### src/rtl/fetch_unit.sv
// Instruction-fetch front end: PC, one-outstanding imem request,
// PC-tagged instruction queue, redirect with in-flight squash.
module fetch_unit #(
  parameter int              XLEN       = 32,
  parameter int              INST_BYTES = 4,
  parameter int              DEPTH      = 4,
  parameter logic [XLEN-1:0] RESET_PC   = '0
) (
  input  logic                     clk,
  input  logic                     rst,
  input  logic                     fetch_en,
  input  logic                     redirect_valid,
  input  logic [XLEN-1:0]          redirect_pc,
  output logic                     imem_req,
  output logic [XLEN-1:0]          imem_addr,
  input  logic                     imem_ack,
  input  logic [XLEN-1:0]          imem_rdata,
  output logic                     inst_valid,
  input  logic                     inst_ready,
  output logic [XLEN-1:0]          inst_data,
  output logic [XLEN-1:0]          inst_pc,
  output logic [$clog2(DEPTH):0]   queue_count
);

  localparam int PW = $clog2(DEPTH);
  localparam int CW = $clog2(DEPTH) + 1;
  localparam logic [XLEN-1:0] INC = XLEN'(INST_BYTES);
  localparam logic [XLEN-1:0] ALIGN_MASK = ~(INC - XLEN'(1));

  typedef enum logic {
    FETCH,
    KILL
  } state_e;

  state_e          state_q, state_d;
  logic [XLEN-1:0] pc_q, pc_d;
  logic [XLEN-1:0] addr_q, addr_d;
  logic            req_q, req_d;
  logic [PW-1:0]   wptr_q, wptr_d;
  logic [PW-1:0]   rptr_q, rptr_d;
  logic [CW-1:0]   count_q, count_d;

  logic [XLEN-1:0] data_mem_q [DEPTH];
  logic [XLEN-1:0] pc_mem_q   [DEPTH];

  logic ack;
  logic held;
  logic push;
  logic pop;

  always_comb begin
    ack     = req_q && imem_ack;
    held    = req_q && !imem_ack;
    pop     = (count_q != '0) && inst_ready;
    push    = ack && (state_q == FETCH) && !redirect_valid;
    state_d = state_q;
    pc_d    = pc_q;
    wptr_d  = wptr_q;
    rptr_d  = rptr_q;
    count_d = count_q;
    req_d   = 1'b0;
    addr_d  = addr_q;

    if (redirect_valid) begin
      pc_d    = redirect_pc & ALIGN_MASK;
      wptr_d  = '0;
      rptr_d  = '0;
      count_d = '0;
      state_d = held ? KILL : FETCH;
    end else begin
      if (push) begin
        pc_d = pc_q + INC;
      end
      if (state_q == KILL && ack) begin
        state_d = FETCH;
      end
      wptr_d  = wptr_q + PW'(push);
      rptr_d  = rptr_q + PW'(pop);
      count_d = count_q + CW'(push) - CW'(pop);
    end

    // a raised request is never withdrawn before its ack
    if (held) begin
      req_d  = 1'b1;
      addr_d = addr_q;
    end else begin
      req_d  = (state_d == FETCH) && fetch_en
               && (count_d < CW'(DEPTH));
      addr_d = pc_d;
    end
  end

  always_ff @(posedge clk) begin
    if (rst) begin
      state_q <= FETCH;
      pc_q    <= RESET_PC;
      addr_q  <= RESET_PC;
      req_q   <= 1'b0;
      wptr_q  <= '0;
      rptr_q  <= '0;
      count_q <= '0;
    end else begin
      state_q <= state_d;
      pc_q    <= pc_d;
      addr_q  <= addr_d;
      req_q   <= req_d;
      wptr_q  <= wptr_d;
      rptr_q  <= rptr_d;
      count_q <= count_d;
    end
  end

  always_ff @(posedge clk) begin
    if (!rst && push) begin
      data_mem_q[wptr_q] <= imem_rdata;
      pc_mem_q[wptr_q]   <= addr_q;
    end
  end

  assign imem_req    = req_q;
  assign imem_addr   = addr_q;
  assign inst_valid  = (count_q != '0);
  assign inst_data   = data_mem_q[rptr_q];
  assign inst_pc     = pc_mem_q[rptr_q];
  assign queue_count = count_q;

endmodule
### config.mk
export PLATFORM = sky130hd
export DESIGN_NAME = fetch_unit
export DESIGN_NICKNAME = d
export VERILOG_FILES = /design/src/rtl/fetch_unit.sv
export SDC_FILE = /design/constraint.sdc
export NUM_CORES = 1
export LEC_CHECK = 0
export CORE_ASPECT_RATIO = 1.75
export CORE_MARGIN = 2
export CORE_UTILIZATION = 45
export CTS_BUF_LIST = sky130_fd_sc_hd__clkbuf_8 sky130_fd_sc_hd__clkbuf_16
export DETAILED_ROUTE_END_ITERATION = 10
export PLACE_DENSITY_LB_ADDON = 0.1
export SLEW_MARGIN = 15
export SYNTH_ARGS = -nofsm -noshare
export SYNTH_HDL_FRONTEND = slang
export SYNTH_SLANG_ARGS = --single-unit
### constraint.sdc
create_clock -name clk -period 12.7 [get_ports clk]
set_input_delay 1.27 -clock clk [delete_from_list [all_inputs] [get_ports clk]]
set_output_delay 1.27 -clock clk [all_outputs]
set_load 0.05 [all_outputs]
Word level (Yosys, flattened, before mapping)
Memories as Yosys holds them, arrays and structs flattened. A register that Yosys moved wholly into a read port is not among the register bits.
Index checks and enable logic that the tools add are counted.
{"block": "totals", "ramBits": 256, "regBits": 73, "n_memories": 2, "out_inout_bits": 101}
{"block": "classes", "reduce_logical": 14, "addsub": 5, "n_bitwise": 2, "magnitude_cmp": 1, "n_mux": 11}
{"memory": "data_mem_q", "words": 4, "width": 32, "read_ports": 1, "rd_clocked_by_memory_dff": 1, "write_ports": 1, "line_no": "43", "source": "logic [XLEN-1:0] data_mem_q [DEPTH];"}
{"memory": "pc_mem_q", "words": 4, "width": 32, "read_ports": 1, "rd_clocked_by_memory_dff": 1, "write_ports": 1, "line_no": "44", "source": "logic [XLEN-1:0] pc_mem_q [DEPTH];"}
{"cell": "2-to-1 mux 32 bit", "n": 2}
{"cell": "adder 32 x 3 -> 32 bit (second input constant)", "n": 1}
{"cell": "logical AND 1 bit", "n": 9}
{"cell": "2-to-1 mux 1 bit", "n": 6}
{"cell": "adder 2 x 1 -> 2 bit", "n": 2}
{"cell": "2-to-1 mux 2 bit", "n": 2}
{"cell": "adder 3 x 1 -> 3 bit", "n": 1}
{"cell": "zero test 1 bit", "n": 3}
{"cell": "less-than comparator 3 bit (second input constant)", "n": 1}
{"cell": "2-to-1 mux 3 bit", "n": 1}
{"cell": "nonzero test 3 bit", "n": 1}
{"cell": "subtractor 3 x 1 -> 3 bit", "n": 1}
{"cell": "inverter 1 bit", "n": 2}
{"cell": "OR reduction 2 bit", "n": 1}

Logic depth before layout (Yosys ltp)
Gate-level depths: netlist of run 1.
{"block": "logic_depth", "ltp_word": 9, "ltp_mapped": 11}

Worst setup path before layout of run 1
Ideal clock, no wire load.
{"block": "synth_path", "path_type": "in2reg", "from": "input redirect_valid", "to": "memory data_mem_q[2][0], enable pin", "required_ns": 12.034, "arrival_ns": 8.348, "path_buffers": 1, "stages": 4, "path_slack_ns": 3.686, "setup_ns": 0.666, "cell_sequence": "clkbuf_1 -> clkinv_1 -> nand2_1 -> nor4b_1"}
{"block": "synth_between", "elab_chain_cells": 5}
{"item": "from (decl)", "line_no": "12", "source": "input logic redirect_valid,"}
{"item": "zero test 1 bit", "line_no": "55", "source": "push = ack && (state_q == FETCH) && !redirect_valid;"}
{"item": "logical AND 1 bit", "line_no": "55"}
{"item": "logical AND 1 bit", "line_no": "114", "source": "if (!rst && push) begin"}
{"item": "2-to-1 mux 1 bit", "line_no": "114"}
{"item": "2-to-1 mux 1 bit (implied by the code)", "line_no": "115", "source": "data_mem_q[wptr_q] <= imem_rdata;"}
{"item": "to (decl)", "line_no": "43"}
Every way passes these cells.

==> impl_metrics.json, run 1 <==
{
  "outcome": "complete, no violations",
  "gp_congestion": 0.8743,
  "num_vias": 7226,
  "totalPowerFinal_mw": 2.217,
  "io_buffers": 168,
  "synthesis.nets": 821,
  "netlist_area_um2": 12610,
  "hold_class": "flip-flop to flip-flop",
  "core_area_um2": 27770,
  "fin_crit_ns": 4.644,
  "synth_top_area_share_pct": 60.96,
  "r2r_slack_ns": 9.75,
  "cts_tree": "built",
  "drtIter0Drc": 396,
  "r2r_cells": 5,
  "end_kind": "output port",
  "antenna_found_initial": 0,
  "synth_area_leaders": "edfxtp_1, dfxtp_1, mux4_2, nor2_1, nand3_1",
  "path_buf_inv": 2,
  "cpPeakStageDelay_ns": 0.77,
  "path_class": "flip-flop to output port",
  "crit_cells": 3,
  "drc": 0,
  "via_per_inst": 5.524,
  "antenna_left": 0,
  "fp-row-count": 81,
  "start_util_pct": 45.41,
  "hold_violations": 0,
  "crit_chain": "buf_4, mux4_2, clkdlybuf4s50_1",
  "drt_wl_total_mm": 27.12,
  "finalMaxSlewViolations": 0,
  "cp.required_ns": 11.43,
  "path_delay_family": "buffers and inverters",
  "maxCapViolCount": 0,
  "synth_seq_cells": 329,
  "cp-start-kind": "flip-flop",
  "grt_pass1_wl_mm": 42.34,
  "fill_cells": 2224,
  "grt_overflow": 0,
  "critPathArrivalTime_ns": 3.37,
  "routedWlPerCell_um": 20.73,
  "place_hpwl_mm": 16.91,
  "yosysMostFrequentCell": "edfxtp_1",
  "antenna_cells": 0,
  "p_leak_nw": 5.047,
  "htreeDepth": 1,
  "finalSetupViolations": 0,
  "root_buffer": "clkbuf_16",
  "register_area_um2": 9156,
  "setup_tns_ns": 0,
  "finalClockSkew_ns": 0.01789,
  "synth.top_cells.by_count": "edfxtp_1, dfxtp_1, mux4_2",
  "rsz0062_at_grt": "no",
  "multi_input_area_um2": 3312,
  "post_cts_buffers": 0,
  "fin_cells": 1308,
  "clock_latency_ns": 0.56,
  "cts_resized": 0,
  "async_flop_share_pct": 0,
  "ys.flop_type": "edfxtp_1",
  "synth_edf_count": 256,
  "crit_path_end": "inst_pc[21]",
  "max_slew_margin_pct": 30.78,
  "powerDensity_nw_per_um2": 141.7,
  "cp_slowest_cell": "buf_4",
  "cts_buffers": 29,
  "place_inst": 1254,
  "layout-drive-gt1-share_pct": 14.33,
  "synthDistinctLibCells": 52,
  "clk_path_buf_depth": 3,
  "fp.dieH_um": 225.5,
  "final_nets": 986,
  "cts_num_sinks": 329,
  "grt_max_degree": 66,
  "fin_util_pct": 56.31,
  "syn_area_per_cell_um2": 16.88,
  "die_area_um2": 29430,
  "die_w_um": 130.5,
  "vdd_drop_max_mv": 0.09653,
  "syn-instance-count": 747,
  "drtPass1Iterations": 4,
  "grt_pass1_vias": 7692,
  "timing.rr.end": "imem_addr[25]",
  "whs_ns": 0.4676,
  "fmax_mhz": 215.3,
  "clk_pin_slew_ns": 0.07,
  "fin_crit_sh_pct": 36.57,
  "syn2layout_area_growth_pct": 24.00,
  "r2r-start": "imem_req",
  "worst_pin_slew_ns": 1.038,
  "yosysWarnings": 0,
  "synth_top_cell_by_area": "edfxtp_1",
  "io_pins": 171,
  "startpoint": "rptr_q[0]",
  "ctsHoldBuffers": 0,
  "grt_usage_pct": 18.80,
  "cp_max_fo": 43,
  "yosysSeqAreaShare_pct": 72.55
}
[flip-flops by register name, summed over array words and instances (netlist names)]
| register | count |
|---|---|
| wptr_q | 2 |
| queue_count | 3 |
| imem_req | 1 |
| imem_addr | 32 |
| state_q | 1 |
| pc_mem_q | 128 |
| pc_q | 32 |
| data_mem_q | 128 |
| rptr_q | 2 |
[routing by layer]
layer / up-vias / wire length [um] / GRT usage [%]
met5: - / 0 / 0
met4: 0 / 665 / 6.246
met3: 43 / 1445 / 3.086
met2: 225 / 14630 / 34.36
met1: 3675 / 10380 / 22.18
li1: 3283 / - / -
[placed cells by master (no fill, tap or decap), types with 4 or more instances in the layout]
| cell | synthesis | final |
|---|---|---|
| clkinv_2 | 0 | 6 |
| inv_1 | 4 | 7 |
| o21ai_1 | 4 | 4 |
| o31ai_1 | 7 | 7 |
| clkdlybuf4s50_1 | 0 | 168 |
| mux2i_1 | 6 | 6 |
| a211oi_1 | 6 | 6 |
| a21oi_1 | 16 | 16 |
| nand4_1 | 9 | 9 |
| nor4_1 | 10 | 7 |
| edfxtp_1 | 256 | 256 |
| mux4_2 | 64 | 64 |
| dfxtp_1 | 73 | 71 |
| buf_4 | 1 | 9 |
| nand2_1 | 32 | 32 |
| clkbuf_16 | 0 | 29 |
| clkinv_1 | 2 | 9 |
| nand3_1 | 31 | 31 |
| o31a_1 | 5 | 5 |
| nor4_2 | 1 | 4 |
| o41ai_1 | 5 | 5 |
| xnor2_1 | 8 | 8 |
| and3_1 | 7 | 6 |
| and2_1 | 11 | 11 |
| nor3_1 | 17 | 17 |
| nor2_1 | 50 | 49 |
| nand2b_1 | 9 | 9 |
| o21ai_0 | 19 | 19 |
| xor2_1 | 10 | 10 |
[how the worst min path moves through the flow]
stage,from,slack (ns),to,depth (start not counted)
CTS,pc_q[0],0.47,pc_q[0],1
global placement,pc_q[0],0.44,pc_q[0],1
detailed placement,pc_q[0],0.45,pc_q[0],1
finish,pc_q[0],0.47,pc_q[0],1
global route,pc_q[1],0.49,pc_q[1],1
floorplan,pc_q[0],0.43,pc_q[0],1
[cells by family (layout without fill, tap and decap cells)]
family	after synthesis	in the layout	synth area share, %
buffers and inverters	49	237	1.508
AO/OA/AOI/OAI	80	80	4.306
adder cells (fa/ha/maj)	4	4	0.4564
AND/OR/NAND/NOR	195	195	7.818
multiplexers	72	72	12.11
flip-flops	329	329	72.55
XOR/XNOR	18	18	1.250
[final cells by class]
type,count,area share (%)
multi-input combinational,369,21.18
inverter,6,0.1440
clock inverter,25,1.312
tap,373,2.984
sequential,329,58.55
timing repair buffer,177,11.19
clock buffer,29,4.641
[per-stage QoR]
step / worst slack, ns / area, um^2
4_1_cts: 7.884 / 15630
3_5_place_dp: 7.893 / 14700
3_3_place_gp: 7.933 / 14700
6_report: 8.056 / 15640
5_1_grt: 7.764 / 15640
2_1_floorplan: 3.686 / 12610
[worst register-to-register path, stage by stage (launching register included)]
cell and delay [ns]:
dfxtp_1 0.46, nand4bb_1 0.48, or4_1 0.89, or3_1 0.45
mux2_4 0.32, o41ai_2 0.27
[power breakdown]
group	leakage [nW]	internal (mW)	switching, mW
Clock	0.467	0.478	0.377
Sequential	2.92	1.18	0.0246
Combinational	1.66	0.0627	0.0941
Total	5.05	1.72	0.495
Note: power is estimated with default switching activity, not from simulation.
==> run 2: changes to the inputs <==
- clock period: 12.7 -> 4.2 ns (I/O delays scaled with it)
==> impl_metrics.json, run 2 (same netlist as run 1, synthesis figures left out) <==
{
  "outcome": "complete, no violations",
  "cts_resized": 0,
  "finalMaxSlewViolations": 0,
  "grt_overflow": 0,
  "drc": 0,
  "antenna_left": 0,
  "die_area_um2": 29430,
  "power_frac_clock_pct": 40.2,
  "syn2layout_area_growth_pct": 25.80,
  "core_area_um2": 27770,
  "fin_crit_sh_pct": 77.61,
  "io_pins": 171,
  "post_cts_buffers": 0,
  "antenna_found_initial": 0,
  "clk_path_buf_depth": 3,
  "rsz0062_at_grt": "no",
  "layout-drive-gt1-share_pct": 15.77,
  "ctsHoldBuffers": 0,
  "path_class": "flip-flop to output port",
  "final_nets": 997,
  "vdd_drop_max_mv": 0.3136,
  "layout_common_cells": "edfxtp_1, clkdlybuf4s50_1, dfxtp_1",
  "max_slew_margin_pct": 29.97,
  "fin_crit_ns": 3.259,
  "maxCapViolCount": 0,
  "num_vias": 7250,
  "fp-row-count": 81,
  "cp.required_ns": 3.78,
  "r2r_slack_ns": 1.52,
  "clk_pin_slew_ns": 0.07,
  "end_kind": "output port",
  "die_w_um": 130.5,
  "root_buffer": "clkbuf_16",
  "cts_tree": "built",
  "drt_wl_total_mm": 27.63,
  "antenna_cells": 0,
  "via_per_inst": 5.501,
  "io_buffers": 168,
  "combPwrFrac_pct": 7.0,
  "grt_pass1_wl_mm": 42.83,
  "htreeDepth": 1,
  "p_sw_mw": 1.515,
  "place_hpwl_mm": 17.91,
  "hold_violations": 0,
  "gp_congestion": 0.8187,
  "critPathArrivalTime_ns": 2.84,
  "cp_max_fo": 65,
  "wl_met2_mm": 15.14,
  "whs_ns": 0.4710,
  "setup_tns_ns": 0,
  "drtIter0Drc": 487,
  "totalPowerFinal_mw": 6.897,
  "fin_util_pct": 57.13,
  "fmax_mhz": 306.8,
  "final_common_cell": "edfxtp_1",
  "hold_class": "flip-flop to flip-flop",
  "routedWlPerCell_um": 20.96,
  "dr.max_layer_used": "met4",
  "cp-start-kind": "flip-flop",
  "finalClockSkew_ns": 0.007535,
  "grt_max_degree": 66,
  "worst_pin_slew_ns": 1.046,
  "wl_met1_mm": 10.30,
  "grt_pass1_vias": 7751,
  "cts_num_sinks": 329,
  "powerDensity_nw_per_um2": 434.8,
  "wl_met3_mm": 1.446,
  "switching_share_pct": 21.97,
  "p_int_mw": 5.382,
  "grt_usage_pct": 19.15,
  "drtPass1Iterations": 5,
  "seq_power_share_pct": 52.8,
  "reg_top3": "data_mem_q (128), pc_mem_q (128)",
  "fp.dieH_um": 225.5,
  "finalSetupViolations": 0,
  "cts_buffers": 29,
  "p_leak_nw": 5.163,
  "clock_latency_ns": 0.54,
  "start_util_pct": 45.41
}
-- run 2: final timing paths --
kind | startpoint | endpoint | cells after the start
worst max-delay path | rptr_q[1] | inst_pc[12] | 2
worst min-delay path | pc_q[0] | pc_q[0] | 1
worst max register to register | imem_req | imem_addr[25] | 5
worst min register to register | pc_q[0] | pc_q[0] | 1
-- run 2: stage by stage --
step / std cells / setup slack, ns / cell area, um^2
2_1_floorplan: 747 / -1.025 / 12630
3_3_place_gp: 1265 / 0.9530 / 14840
3_5_place_dp: 1265 / 0.9452 / 14840
4_1_cts: 1318 / 0.8469 / 15860
5_1_grt: 1318 / 0.8090 / 15860
6_report: 1318 / 0.9405 / 15860
-- run 2: power groups by stage --
| stage | clock network [mW] | registers, mW | logic (mW) |
|---|---|---|---|
| finish | 2.77 | 3.64 | 0.480 |
| global route | 2.96 | 3.65 | 0.511 |
| CTS | 2.85 | 3.64 | 0.485 |
| detailed placement | 0 | 3.71 | 0.483 |
| global placement | 0 | 3.71 | 0.474 |
| floorplan | 0 | 3.77 | 0.198 |
-- run 2: area by class of cell --
type	instances	area, um^2
Clock buffer	39	897.1
Clock inverter	14	128.9
Fill cell	2237	11910
Inverter	6	22.52
Multi-Input combinational cell	369	3323
Sequential cell	329	9156
Tap cell	373	466.7
Timing Repair Buffer	188	1869
-- run 2: worst max-delay path, cell delays in order, from the launching register on --
cell             delay, ns
dfxtp_4               1.00
mux4_2                0.37
clkdlybuf4s50_1       0.87
-- run 2: layer usage --
metal / up-vias / global-route usage [%]
li1: 3301 / -
met1: 3672 / 21.92
met2: 232 / 35.87
met3: 45 / 3.110
met4: 0 / 6.074
met5: - / 0
